==> config.mk <==
export PLATFORM = sky130hd
export DESIGN_NAME = cube_infer_ctrl
export DESIGN_NICKNAME = d
export VERILOG_FILES = /design/src/rtl/cube_infer_ctrl.sv
export SDC_FILE = /design/constraint.sdc
export NUM_CORES = 1
export LEC_CHECK = 0
export BUFFER_PORTS_ARGS = -buffer_cell sky130_fd_sc_hd__buf_2
export CAP_MARGIN = 30
export CELL_PAD_IN_SITES_DETAIL_PLACEMENT = 2
export CELL_PAD_IN_SITES_GLOBAL_PLACEMENT = 2
export CORE_UTILIZATION = 19
export DETAILED_ROUTE_END_ITERATION = 6
export PLACE_DENSITY = 0.8
export SLEW_MARGIN = 0
export SYNTH_ARGS = -nofsm -noshare
export SYNTH_HDL_FRONTEND = slang
export SYNTH_SLANG_ARGS = --single-unit
export TNS_END_PERCENT = 1
==> constraint.sdc <==
create_clock -name i_clk -period 2.8 [get_ports i_clk]
set_input_delay 0.42 -clock i_clk [delete_from_list [all_inputs] [get_ports i_clk]]
set_output_delay 0.42 -clock i_clk [all_outputs]
set_load 0.1 [all_outputs]
==> src/rtl/cube_infer_ctrl.sv <==
// rtl/cube_infer_ctrl.sv - candidate cube-state evaluation sequencer
// Walks candidate memory, feeds each state to the network and keeps the best signed score.
module cube_infer_ctrl #(
   parameter int NUM_CAND = 18,
   parameter int ADDR_W   = 5,
   parameter int SCORE_W  = 16,
   parameter int TIMEOUT  = 1023
) (
   input  logic               i_clk,
   input  logic               i_rst_n,
   input  logic               i_start,
   output logic               o_busy,
   output logic               o_done,
   output logic               o_err,
   output logic               o_mem_rd,
   output logic [ADDR_W-1:0]  o_mem_addr,
   input  logic [119:0]       i_mem_data,
   output logic               o_buf_load,
   output logic [119:0]       o_buf_d,
   output logic               o_net_start,
   input  logic               i_net_done,
   input  logic [SCORE_W-1:0] i_net_score,
   output logic [ADDR_W-1:0]  o_best_idx,
   output logic [SCORE_W-1:0] o_best_score
);

   localparam int WD_W = $clog2(TIMEOUT + 1);

   typedef enum logic [2:0] {S_IDLE, S_READ, S_LOAD, S_RUN, S_WAIT, S_FINISH} state_t;

   state_t              r_state;
   logic [WD_W-1:0]     r_wd;
   logic                r_busy, r_done, r_err, r_mem_rd, r_buf_load, r_net_start;
   logic [ADDR_W-1:0]   r_mem_addr, r_best_idx;
   logic [SCORE_W-1:0]  r_best_score;

   logic w_last, w_timeout, w_better;

   // r_mem_addr doubles as the running candidate index
   assign w_last    = (r_mem_addr == ADDR_W'(NUM_CAND - 1));
   assign w_timeout = (r_wd == WD_W'(TIMEOUT - 1));
   assign w_better  = ($signed(i_net_score) > $signed(r_best_score));

   always_ff @(posedge i_clk or negedge i_rst_n) begin
      if (!i_rst_n) begin
         r_state      <= S_IDLE;
         r_wd         <= '0;
         r_busy       <= 1'b0;
         r_done       <= 1'b0;
         r_err        <= 1'b0;
         r_mem_rd     <= 1'b0;
         r_buf_load   <= 1'b0;
         r_net_start  <= 1'b0;
         r_mem_addr   <= '0;
         r_best_idx   <= '0;
         r_best_score <= '0;
      end else begin
         r_mem_rd    <= 1'b0;
         r_buf_load  <= 1'b0;
         r_net_start <= 1'b0;
         r_done      <= 1'b0;
         case (r_state)
            S_IDLE: begin
               if (i_start) begin
                  r_state      <= S_READ;
                  r_mem_addr   <= '0;
                  r_best_score <= {1'b1, {(SCORE_W-1){1'b0}}};
                  r_best_idx   <= '0;
                  r_err        <= 1'b0;
                  r_busy       <= 1'b1;
                  r_mem_rd     <= 1'b1;
               end
            end
            S_READ: begin
               r_state    <= S_LOAD;
               r_buf_load <= 1'b1;
            end
            S_LOAD: begin
               r_state     <= S_RUN;
               r_net_start <= 1'b1;
            end
            S_RUN: begin
               r_state <= S_WAIT;
               r_wd    <= '0;
            end
            S_WAIT: begin
               r_wd <= r_wd + WD_W'(1);
               // a late net_done coinciding with the timeout still counts as a result
               if (i_net_done || w_timeout) begin
                  if (i_net_done && w_better) begin
                     r_best_score <= i_net_score;
                     r_best_idx   <= r_mem_addr;
                  end
                  if (!i_net_done)
                     r_err <= 1'b1;
                  if (w_last) begin
                     r_state <= S_FINISH;
                     r_done  <= 1'b1;
                  end else begin
                     r_state    <= S_READ;
                     r_mem_addr <= r_mem_addr + ADDR_W'(1);
                     r_mem_rd   <= 1'b1;
                  end
               end
            end
            S_FINISH: begin
               r_state <= S_IDLE;
               r_busy  <= 1'b0;
            end
            default: r_state <= S_IDLE;
         endcase
      end
   end

   assign o_busy       = r_busy;
   assign o_done       = r_done;
   assign o_err        = r_err;
   assign o_mem_rd     = r_mem_rd;
   assign o_mem_addr   = r_mem_addr;
   assign o_buf_load   = r_buf_load;
   assign o_buf_d      = i_mem_data;
   assign o_net_start  = r_net_start;
   assign o_best_idx   = r_best_idx;
   assign o_best_score = r_best_score;

endmodule

==> flow_summary.yaml, run 1 <==
run_status:
  status: "finished clean"
sta:
  fin_setup_tns_ps: 0
  worstMarginPinSlew_ps: 846
  hold_violations: 0
  slew_viol_final: 0
  rsz0062_at_grt: "no"
  fin_crit_sh: 0.856
  finClkSkew_ps: 6.58
  finalSetupViolations: 0
  slew-limit-headroom: 0.436
  fmax_ghz: 0.417
  layout_setup_ws_ps: 403
  period_needed_ps: 2400
critical_path:
  r2r_cells: 8
  path_cells: "inv_1 -> ha_1 -> nand4_1 -> nor2_1 -> o22ai_1 -> o311ai_4 -> buf_8 -> mux2i_1"
  cp_max_fo: 8
  crit_path_start_kind: "flip-flop"
  slowest_delay_ps: 590
  crit_type: "flip-flop to flip-flop"
  reg2reg_slack_ps: 400
  critPathRequiredTime_ps: 3010
  crit_buf_inv: 2
  cp-end-kind: "flip-flop"
  critPathTopFamily: "compound AO/OA/AOI/OAI gates"
  arrival_ps: 2610
  slowest_stage: "o311ai_4"
  cp.depth: 8
flow_run:
  maxCapViolCount: 0
floorplanning:
  start_util: 0.196
  row_count: 48
  die_x_um: 136
  core_um2: 17400
  die_h_um: 136
  num_io_pins: 292
  die_area_um2: 18400
layout:
  layout.nets: 472
  areaGrowthSynthToFinish_pct: -5.83
  final_cells: 538
  diodes: 0
  stdcell_area_um2: 3200
  layout-drive-gt1-share: 0.227
global_routing:
  antenna_found_initial: 1
  first_global_vias: 2576
  grt_overflow: 0
  grt_usage: 0.0955
  grt_max_degree: 36
  grt_first_pass_wirelength_mm: 13.5
logic_synthesis:
  synth_nets: 539
  yosys_warnings: 0
  synth.avg_cell_area_um2: 8.95
  postSynthCellCount: 379
  async_flop_share: 1.00
  synth_edf_count: 0
  synthFlopType: "dfrtp_1"
  synth_cell_types: 40
  syn_area_um2: 3390
  ys_ff_latch: 45
  ys_seq_area_frac: 0.332
clock_network:
  cts_num_sinks: 45
  clk_pin_slew_ps: 70
  cts_setup_buffers: 0
  cts_buffers: 5
  clockBufferDepth: 2
  cts_tree: "built"
  cts_hold_buf: 0
  cts-resized-gates: 0
  insertion_delay_ps: 290
  ctsRootBufferMaster: "clkbuf_16"
  htreeDepth: 2
drt:
  ant_nets: 0
  drt-pass1-iter-count: 3
  drc: 0
  viasPerCell: 4.06
  drtIter0Drc: 43
  drt_wl_total_mm: 8.49
  vias: 2184
  wl_per_cell_um: 15.8
placement:
  place_area_um2: 3030
  placed_cells: 529
  port_buffers: 51
  post-place-ws_ps: -73.1
  gp_congestion: 0.765
  place_hpwl_mm: 6.61
pwr:
  p_leak_nw: 1.54
  ir_drop_mv: 0.322
  p_total_mw: 2.53
  power_density_nw_per_um2: 792
hold_path:
  hp-class: "input pin to async pin"
==> registers in the layout (all words and copies together) (netlist names) <==
name,flops
o_mem_addr,5
o_best_idx,5
o_busy,1
o_mem_rd,1
o_net_start,1
r_wd,10
o_done,1
o_best_score,16
r_state,3
o_buf_load,1
o_err,1
==> path summary, 6_finish.rpt <==
kind | from | endpoint
worst max-delay path | o_best_score[15] | o_best_score[9]
worst min-delay path | i_rst_n | o_done
worst max register to register | o_best_score[15] | o_best_score[9]
worst min register to register | r_wd[7] | r_wd[7]
max in group asynchronous | i_rst_n | o_best_score[12]
min in group i_clk | i_net_score[0] | o_best_score[0]
==> stage by stage <==
stage	hold slack [ps]	utilization
6_report	226	0.184
5_1_grt	280	0.184
3_3_place_gp	471	0.174
2_1_floorplan	124	-
4_1_cts	266	0.183
3_5_place_dp	485	0.174
==> per-layer routing <==
layer,track usage,vias to the layer above,part of all wire
li1,-,997,-
met1,0.0977,1065,0.39
met2,0.175,77,0.52
met3,0.0367,43,0.076
met4,0.0337,2,0.021
met5,0,-,0.0015
==> cell usage after synthesis (2+ instances only) <==
cell type    n  area, um^2
ha_1        20         250
nor2_1      16        60.1
nand3_1     11        55.1
o21ai_0     10        50.1
and2_1       3        18.8
inv_1       18        67.6
nand2_1     54         203
o211ai_1     5        37.5
mux2i_1     22         220
buf_6        2        22.5
dfrtp_1     45        1130
nand4_1      8        50.1
clkbuf_1     7        26.3
and4_1       2        17.5
a21oi_1      4        20.0
buf_4      120         901
a31oi_1      2        12.5
o31ai_1      3        22.5
or2_2        2        12.5
nor3_1       2        10.0
xor2_1       3        26.3
nand3b_1     2        15.0
==> where the power goes <==
| group | switching (mW) | total [mW] | internal, mW |
|---|---|---|---|
| logic | 0.793 | 1.04 | 0.250 |
| clock network | 0.270 | 0.626 | 0.356 |
| registers | 0.120 | 0.860 | 0.740 |
==> final cells by class <==
| class | count | area [um^2] |
|---|---|---|
| Clock buffer | 6 | 139 |
| Clock inverter | 2 | 13.8 |
| Fill cell | 1998 | 14200 |
| Inverter | 18 | 67.6 |
| Multi-Input combinational cell | 186 | 1250 |
| Sequential cell | 45 | 1130 |
| Tap cell | 225 | 282 |
| Timing Repair Buffer | 56 | 313 |
==> kinds of logic (layout without fill, tap and decap cells) <==
family | after synthesis | count (layout) | share of synthesized area
flops | 45 | 45 | 0.332
compound gates | 33 | 33 | 0.0682
xor+xnor | 4 | 4 | 0.0103
buf+inv | 148 | 82 | 0.301
fa+ha+maj | 20 | 20 | 0.0737
simple gates | 107 | 107 | 0.150
mux | 22 | 22 | 0.0649
==> cell usage in the layout, fill, tap and decap left out, drive strengths merged, types with 3 or more instances in the layout <==
cell type and n:
buf 56, nand2 54, dfrtp 45, mux2i 22
ha 20, inv 18, nor2 17, nand3 11
o21ai 10, nand4 8, o211ai 6, clkbuf 6
a21oi 4, and2 3, o31ai 3, xor2 3
==> worst register-to-register path: cells and delay by family, from the launching register on <==
family          cells  cell delay, ps
buf+inv             2             290
fa+ha+maj           1             360
simple gates        2             320
flops               1             400
mux                 1             210
compound gates      2             740
No activity file was read; power rests on OpenSTA's default activity.
==> run 2: changes to the inputs <==
Clock period 2.8 ns to 2.7 ns, I/O delays scaled along.
==> run 2 against run 1 <==
Effect of this change:
- die area unchanged
- cell count down 0.37%
- critical path depth unchanged
- clock power up 19%
- non-clock buffer count down 2
- worst hold slack worse by 190 ps
- via count up 2.7%
- maximum frequency up 2.7%
- sequential power up 2.9%
- core utilization about the same
- register-to-register slack worse by 40 ps
- global-route usage down 0.051 points
- largest cell class unchanged
- highest routed layer is now met4
==> flow_summary.yaml, run 2 (synthesized netlist as in run 1, its figures left out) <==
floorplanning:
  die_x_um: 136
  die_h_um: 136
  num_io_pins: 292
  start_util: 0.196
  row_count: 48
  core_um2: 17400
  die_area_um2: 18400
critical_path:
  crit_type: "flip-flop to flip-flop"
  crit_path_start_kind: "flip-flop"
  cp_max_fo: 17
  cp-end-kind: "flip-flop"
  critPathRequiredTime_ps: 2910
  arrival_ps: 2550
clock_network:
  cts_setup_buffers: 0
  htreeDepth: 2
  cts_buffers: 5
  cts-resized-gates: 0
  clk_pin_slew_ps: 70
  cts_num_sinks: 45
  cts_hold_buf: 0
  insertion_delay_ps: 300
  clockBufferDepth: 2
  ctsRootBufferMaster: "clkbuf_16"
  cts_tree: "built"
sta:
  finClkSkew_ps: 8.17
  worstMarginPinSlew_ps: 502
  hold_violations: 0
  slew-limit-headroom: 0.660
  rsz0062_at_grt: "no"
  slew_viol_final: 0
  fmax_ghz: 0.428
  fin_crit_sh: 0.865
  hold-worst-slack_ps: 33.2
  fin_setup_tns_ps: 0
  finalSetupViolations: 0
  period_needed_ps: 2340
layout:
  seq_area_um2: 1130
  layout.nets: 470
  fill_cells: 1993
  diodes: 0
  layout-drive-gt1-share: 0.222
  multi_input_area_um2: 1250
  areaGrowthSynthToFinish_pct: -5.90
  largest_register_ffs: 16
  final_cell_mix: "54 x nand2_1, 51 x buf_2, 45 x dfrtp_1"
  final_util: 0.184
  final_common_cell: "nand2_1"
pwr:
  p_clk_frac: 0.276
  switching_power_mw: 1.23
  ir_drop_mv: 0.391
  power.internal_mw: 1.46
  p_seq_frac: 0.329
  power_density_nw_per_um2: 843
  power_frac_comb: 0.395
  p_leak_nw: 1.54
  swShare: 0.458
flow_run:
  maxCapViolCount: 0
global_routing:
  grt_first_pass_wirelength_mm: 13.5
  antenna_found_initial: 0
  grt_usage: 0.0950
  first_global_vias: 2593
  grt_max_degree: 30
  grt_overflow: 0
placement:
  gp_congestion: 0.682
  port_buffers: 51
  place_hpwl_mm: 6.57
drt:
  drt-pass1-iter-count: 4
  drtIter0Drc: 40
  ant_nets: 0
  drt_wl_total_mm: 8.45
  vias: 2242
  wl_per_cell_um: 15.8
  drc: 0
  viasPerCell: 4.18
run_status:
  status: "finished clean"
hold_path:
  hp-class: "input pin to async pin"
## run 2: cell count changes in the layout (fill, tap and decap cells not counted), sizes merged
cell    before  now
buf         56   54
bufinv       0    1
clkbuf       6    5
clkinv       2    0
inv         18   20
## run 2: final cells by class
type                    instances  share of cell area
repair buffers                 54              0.0909
clock inverters                 3              0.0149
inverters                      18              0.0212
clock buffers                   5              0.0392
well taps                     225              0.0882
flip-flops and latches         45               0.353
multi-input cells             186               0.393
## run 2: power groups by stage
stage	logic (mW)	clock network, mW	registers, mW
after floorplan	1.26	0	1.29
after global placement	1.05	0	0.891
after detailed placement	1.08	0	0.896
after CTS	1.09	0.769	0.887
after global routing	1.15	0.793	0.903
final	1.06	0.742	0.885
## run 2: path summary, 6_finish.rpt
check	startpoint	end	slack [ps]	depth (start not counted)
worst max-delay path	o_best_score[15]	o_best_score[8]	360	8
worst min-delay path	i_rst_n	o_done	30	1
worst max register to register	o_best_score[15]	o_best_score[8]	360	8
worst min register to register	r_wd[7]	r_wd[7]	500	1
max in group asynchronous	i_rst_n	o_best_score[10]	1890	2
min in group i_clk	i_net_score[0]	o_best_score[0]	370	3
## run 2: through the flow
step                setup slack (ps)  area (um^2)  total power [mW]  instances
floorplan                       58.2         3390              2.55        379
CTS                              332         3190              2.74        536
detailed placement               239         3020              1.98        528
global route                     194         3190              2.85        536
global placement                 366         3020              1.94        528
finish                           365         3190              2.69        536
## run 2: worst max-delay path, stage by stage (launching register included)
cell,delay [ps]
dfrtp_1,370
inv_1,60
ha_1,350
nand4_1,140
nor2_1,190
o22ai_1,170
o311ai_4,510
buf_12,250
mux2i_1,210
## run 2: per-layer routing
layer  global-route usage  wire length (um)
met1                0.105              3410
met2                0.169              4350
met3               0.0299               535
met4               0.0337               156
met5                    0                 0
